**config.mk**
```make
export PLATFORM = sky130hd
export DESIGN_NAME = nn_data_path
export DESIGN_NICKNAME = d
export VERILOG_FILES = /design/src/rtl/nn_pkg.sv /design/src/rtl/code_storage.sv /design/src/rtl/nn_data_path.sv
export SDC_FILE = /design/constraint.sdc
export NUM_CORES = 2
export LEC_CHECK = 0
export BUFFER_PORTS_ARGS = -buffer_cell sky130_fd_sc_hd__buf_2
export CAP_MARGIN = 30
export CORE_ASPECT_RATIO = 2
export CORE_MARGIN = 10
export CORE_UTILIZATION = 45
export DETAILED_ROUTE_END_ITERATION = 8
export PLACE_DENSITY = 0.64
export SKIP_LAST_GASP = 1
export SYNTH_ARGS = -nofsm -noshare
export SYNTH_HDL_FRONTEND = slang
export SYNTH_SLANG_ARGS = --single-unit
```
**constraint.sdc**
```tcl
create_clock -name clk_clk -period 7.8 [get_ports clk_clk]
set_input_delay 1.56 -clock clk_clk [delete_from_list [all_inputs] [get_ports clk_clk]]
set_output_delay 1.56 -clock clk_clk [all_outputs]
set_load 0.05 [all_outputs]
```
**src/rtl/nn_pkg.sv**
```systemverilog
// Shared widths, decode field positions and the fetch-to-decode payload type.
package nn_pkg;

    localparam int unsigned INSTR_W = 12;
    localparam int unsigned OP_W    = 4;
    localparam int unsigned PC_W    = 32;

    localparam int unsigned OP_MSB    = 11;
    localparam int unsigned OP_LSB    = 8;
    localparam int unsigned DENSE_MSB = 7;
    localparam int unsigned DENSE_LSB = 4;
    localparam int unsigned ACT_MSB   = 3;
    localparam int unsigned ACT_LSB   = 0;
    localparam int unsigned COST_MSB  = 7;
    localparam int unsigned COST_LSB  = 0;

    typedef struct packed {
        logic [PC_W-1:0]    index;
        logic [INSTR_W-1:0] instr;
    } fd_reg_t;

endpackage

```
**src/rtl/code_storage.sv**
```systemverilog
// Program store: one synchronous write port, one combinational read port.
// A same-cycle write and read to one address returns the old word.
module code_storage
    import nn_pkg::*;
#(
    parameter int unsigned DEPTH = 256,
    parameter int unsigned AW    = 8
) (
    input  logic               clk,
    input  logic               wr_en,
    input  logic [AW-1:0]      wr_addr,
    input  logic [INSTR_W-1:0] wr_data,
    input  logic [AW-1:0]      rd_addr,
    output logic [INSTR_W-1:0] rd_data_c
);

    logic [INSTR_W-1:0] mem [DEPTH];

    // Contents are deliberately not reset; the program survives any reset.
    always_ff @(posedge clk) begin
        if (wr_en) begin
            mem[wr_addr] <= wr_data;
        end
    end

    // Asynchronous read feeds the fetch stage directly.
    assign rd_data_c = mem[rd_addr];

endmodule

```
**src/rtl/nn_data_path.sv**
```systemverilog
// Instruction front end: code storage, sequential fetch, F/D register, field decode.
module nn_data_path
    import nn_pkg::*;
#(
    parameter int unsigned DEPTH = 256,
    parameter int unsigned AW    = 8
) (
    input  logic               clk_clk,
    input  logic               reset_reset_n,
    input  logic               code_storage_write_interface_is_write,
    input  logic [PC_W-1:0]    code_storage_write_interface_write_line,
    input  logic [INSTR_W-1:0] code_storage_write_interface_write_data,
    input  logic               code_storage_code_control_interface_reset,
    input  logic               code_storage_code_control_interface_active,
    output logic [PC_W-1:0]    fetch_to_decode_register_code_index_out_interface_code_index,
    output logic [OP_W-1:0]    parse_op_interface_op,
    output logic [3:0]         parse_parameter_type_interface_act_type,
    output logic [3:0]         parse_parameter_type_interface_dense_type,
    output logic [7:0]         parse_parameter_type_interface_cost_type
);

    logic [PC_W-1:0]    pc_q;
    fd_reg_t            fd_q;
    logic [INSTR_W-1:0] fetch_word_c;
    logic               wr_en_c;

    // Out-of-range lines are dropped rather than aliased onto low addresses.
    assign wr_en_c = code_storage_write_interface_is_write &&
                     (code_storage_write_interface_write_line < PC_W'(DEPTH));

    code_storage #(
        .DEPTH (DEPTH),
        .AW    (AW)
    ) u_code_storage (
        .clk       (clk_clk),
        .wr_en     (wr_en_c),
        .wr_addr   (code_storage_write_interface_write_line[AW-1:0]),
        .wr_data   (code_storage_write_interface_write_data),
        .rd_addr   (pc_q[AW-1:0]),
        .rd_data_c (fetch_word_c)
    );

    // Program counter and F/D register; either reset source beats a fetch.
    always_ff @(posedge clk_clk) begin
        if (reset_reset_n || code_storage_code_control_interface_reset) begin
            pc_q <= '0;
            fd_q <= '0;
        end else if (code_storage_code_control_interface_active) begin
            fd_q.index <= pc_q;
            fd_q.instr <= fetch_word_c;
            pc_q       <= pc_q + PC_W'(1);
        end
    end

    // Decode is pure field slicing of the held word; later stages qualify by op.
    assign fetch_to_decode_register_code_index_out_interface_code_index = fd_q.index;
    assign parse_op_interface_op                     = fd_q.instr[OP_MSB:OP_LSB];
    assign parse_parameter_type_interface_dense_type = fd_q.instr[DENSE_MSB:DENSE_LSB];
    assign parse_parameter_type_interface_act_type   = fd_q.instr[ACT_MSB:ACT_LSB];
    assign parse_parameter_type_interface_cost_type  = fd_q.instr[COST_MSB:COST_LSB];

endmodule

```
==> results.txt <==
- Outcome: finished clean
* Highest achievable clock rate: 212 MHz
* Worst reg2reg startpoint: pc_q[0]
- Worst setup path endpoint: parse_parameter_type_interface_act_type[0]
- In this run, flip-flops and latches consume 56.4% of the power.
- Leakage dissipation: 0.0406 uW
- The worst path meets setup with 3.09 ns of slack.
* WP data required: 8.59 ns
* Buffers on Ports: 100
- The initial antenna violation count is 17.
* Pin count of the biggest net entering global routing: 156
- The library cell used most frequently in the layout, excluding fill and tap cells, is edfxtp_1.
- Inserted Clock Buffers: 248
- Final instance area: 0.136 sq mm
- Across the routed clock network, the largest skew measured is 0.0565 ns.
- Registers take 0.0938 sq mm.
* Placer Congestion: 0.932
- CP Launch Type: flip-flop
* Signal arrival time at the worst endpoint: 5.50 ns
- Number of max-capacitance violations reported: 0
- Mapped Area: 0.121 sq mm
- The routed layout has 58700 vias.
* Clock tree buffer depth: 4
- Worst Setup SP: pc_q[0]
- Area of the multi-input gates: 0.0260 sq mm
- The setup path with the least slack is of type reg -> reg.
- Pwr dens: 242 mW/mm^2
- OpenSTA, run right after detailed placement, puts the worst setup slack at 2.30 ns.
* Setup Total Neg Slack: 0 ns
- Number of clock sinks: 3148
- Fill cell instance count of the final layout: 20600
* Slack of the worst reg-to-reg path: 3.09 ns
- Leaving out fill and tap cells, the most frequent cells in the layout are edfxtp_1, mux4_2, nor2_1, mux2i_1, clkbuf_16.
- After detailed routing, the number of remaining DRC violations is 0.
- Once the floorplan was initialized, standard cells occupied 45.2% of the core.
- Number of hold buffers added after cts: 0
- Dpl hpwl: 213000 um
- Worst-Skew Late Latency: 0.92 ns
- The tree is rooted in a clkbuf_16.
* Number of placement rows: 269
- Clock Pin Slew Worst Setup and Hold Paths: 0.07 ns
- Summed over all layers, the global routing overflow is 0.
- H-tree depth: 4
- In this run the post-CTS setup repair buffer count came out at 0.
- Cell taking the most area after synthesis: edfxtp_1
- IR drop worst, VDD: 0.204 mV
- Internal power comes to 26200 uW.
- The number of nets in the synthesized netlist is 5520.
- Proportion of power drawn by the clock network: 40.3%
* Die X: 387 um
- Via count normalized by instance count: 6.15
- Ranking of synthesized cells by area: edfxtp_1, mux4_2, mux2i_1, dfxtp_1, nor2_1
* Final min period: 4.71 ns
* Max-slew headroom at the worst pin: 16.6%
- TritonCTS clock tree: yes
- Combinational Power Share: 3.3%
- The pre-antenna-repair detailed-routing pass consisted of 6 iterations.
* Worst-margin pin slew: 1.25 ns
- The synthesized design devotes to its leading area cell type 76.1% of total area.
- Number of cells traversed by the worst register-to-register path: 9
- Of all nets on the critical path, the largest fanout is 27.
- The post-route netlist has 27.3% of its cells at a drive strength greater than 1.
- Once placement completed, the tool counted placed cells totaling 9007.
- In this run the vertical extent of the chip is 754 um.
- In this run the power spent charging and discharging nets is 6720 uW.
- After the flow finishes, the layout carries non-filler instances totaling 9536.
- The die covers 0.292 sq mm.
- Drt first-iter violations: 6381
- Synthesis instantiated 58 different standard cells from the library.
* Total wirelength of the detailed-routed design: 336000 um
* Crit end category: flip-flop
* Post-Syn Instances: 5470
- Sequential share of the synthesized area: 77.4%
- Final slew viol count: 0
- The number of global-route vias before repair came to 60300.
- Mean instance size in the synthesized netlist: 22.1 sq um
- Count of pins on the block boundary: 101
- Once detail routing completed, the nets flagged for antenna violations numbered 0.
- The worst register-to-register path ends at parse_parameter_type_interface_act_type[0].
* Portion of the clock cycle consumed by the worst path in the final layout: 60.4%
- Cell area reported after detailed placement: 0.127 sq mm
* Average wire length per cell after detail routing: 35.2 um
- Class of the most critical hold timing path: reg -> reg
* Post_cts resized: 0
- All-Layer GR Usage: 22.7%
* Number of flops mapped to enable cells by yosys: 3072
- RSZ-0062 raised after global routing: no
- The first global-routing pass estimated 471000 um of wire.
* Sw Share: 20.4%
* Layout net count: 5850
- Register bit count reported by yosys: 3148
* Warning count from the yosys run: 0
- Endpoints failing setup: 0
- Core outline area: 0.268 sq mm
* Final hold violations: 0
- From synthesis to final layout, the design area changed by 12.4%.
* Ys flop type: edfxtp_1
- Async set-reset flop share out of synthesis: 0%
-- power by group through the flow --
stage	clock network [uW]	logic, uW	registers (uW)
floorplan	0	478	18900
global placement	0	1070	18900
detailed placement	0	1090	18900
CTS	13400	1090	18500
global route	14000	1130	18500
finish	13300	1080	18500
-- synth_stat cells (10+ instances only) --
cell type / number
a22o_1: 19
edfxtp_1: 3072
nand3_1: 49
mux2_2: 11
xor2_1: 20
a31oi_1: 10
nand4_1: 10
buf_1: 34
nor2_1: 360
a22oi_1: 73
o22ai_1: 55
buf_4: 37
a2111oi_0: 13
o211ai_1: 14
o311ai_0: 10
buf_2: 127
o21ai_0: 42
clkbuf_1: 118
dfxtp_1: 76
nor2b_1: 11
mux4_2: 797
nand2_1: 60
a21oi_1: 23
nor3_1: 17
o221ai_1: 25
mux2i_1: 276
-- sequential cells by signal, summed over array words and instances (netlist names) --
name and count:
pc_q 32, parse_parameter_type_interface_cost_type 4, parse_op_interface_op 4, u_code_storage.mem 3072, fetch_to_decode_register_code_index_out_interface_code_index 32, parse_parameter_type_interface_act_type 4
-- logic make-up after synthesis --
group                      after synthesis  share of synthesized area (%)
AOI/OAI and AO/OA                      322                           1.90
xor gates and xnor gates                28                          0.202
adders and majority gates                1                         0.0103
buffers and inverters                  329                           1.31
DFF                                   3148                           77.4
muxes                                 1084                           17.2
and+or+nand+nor                        558                           1.97
-- worst min-delay path by stage --
stage	slack, ns	endpoint	cells past startpoint	startpoint
final	0.49	flip-flop	2	flip-flop
after global routing	0.51	flip-flop	2	flip-flop
after CTS	0.49	flip-flop	2	flip-flop
after detailed placement	0.48	flip-flop	2	flip-flop
after global placement	0.47	flip-flop	2	flip-flop
after floorplan	0.47	pc_q[12]	2	pc_q[12]
-- metal layers --
layer  vias up  wire length, um  part of all wire, %  global-route usage (%)
met5         -               40                0.012                       0
met4         6            27600                  8.2                    15.8
met3       749            22800                  6.8                    3.40
met2      2939           176000                   52                    39.9
met1     31300           110000                   33                    25.2
li1      23700                -                    -                       -
-- through the flow --
step | utilization [%] | hold WS, ns | power (uW)
2_1_floorplan | - | 0.471 | 19400
3_3_place_gp | 47.0 | 0.470 | 20000
3_5_place_dp | 47.4 | 0.476 | 20000
4_1_cts | 50.6 | 0.494 | 33000
5_1_grt | 50.8 | 0.513 | 33700
6_report | 50.8 | 0.491 | 32900
-- critical path, stage by stage (launching register included) --
cell	delay (ns)
dfxtp_4	0.72
buf_12	0.33
buf_4	0.53
mux4_2	0.64
a22oi_1	0.27
nand3_1	0.31
a2111oi_0	1.02
buf_4	0.30
nor3_1	0.14
a211o_1	0.30
-- layout make-up --
type	instances	share of cell area, %
multi-input combinational	1993	19.1
clock buffer	280	4.71
tap	3523	3.24
timing repair buffer	403	2.58
antenna	6	0.0110
sequential	3148	68.9
inverter	6	0.0165
clock inverter	177	1.49
No activity file was read; power rests on OpenSTA's default activity.
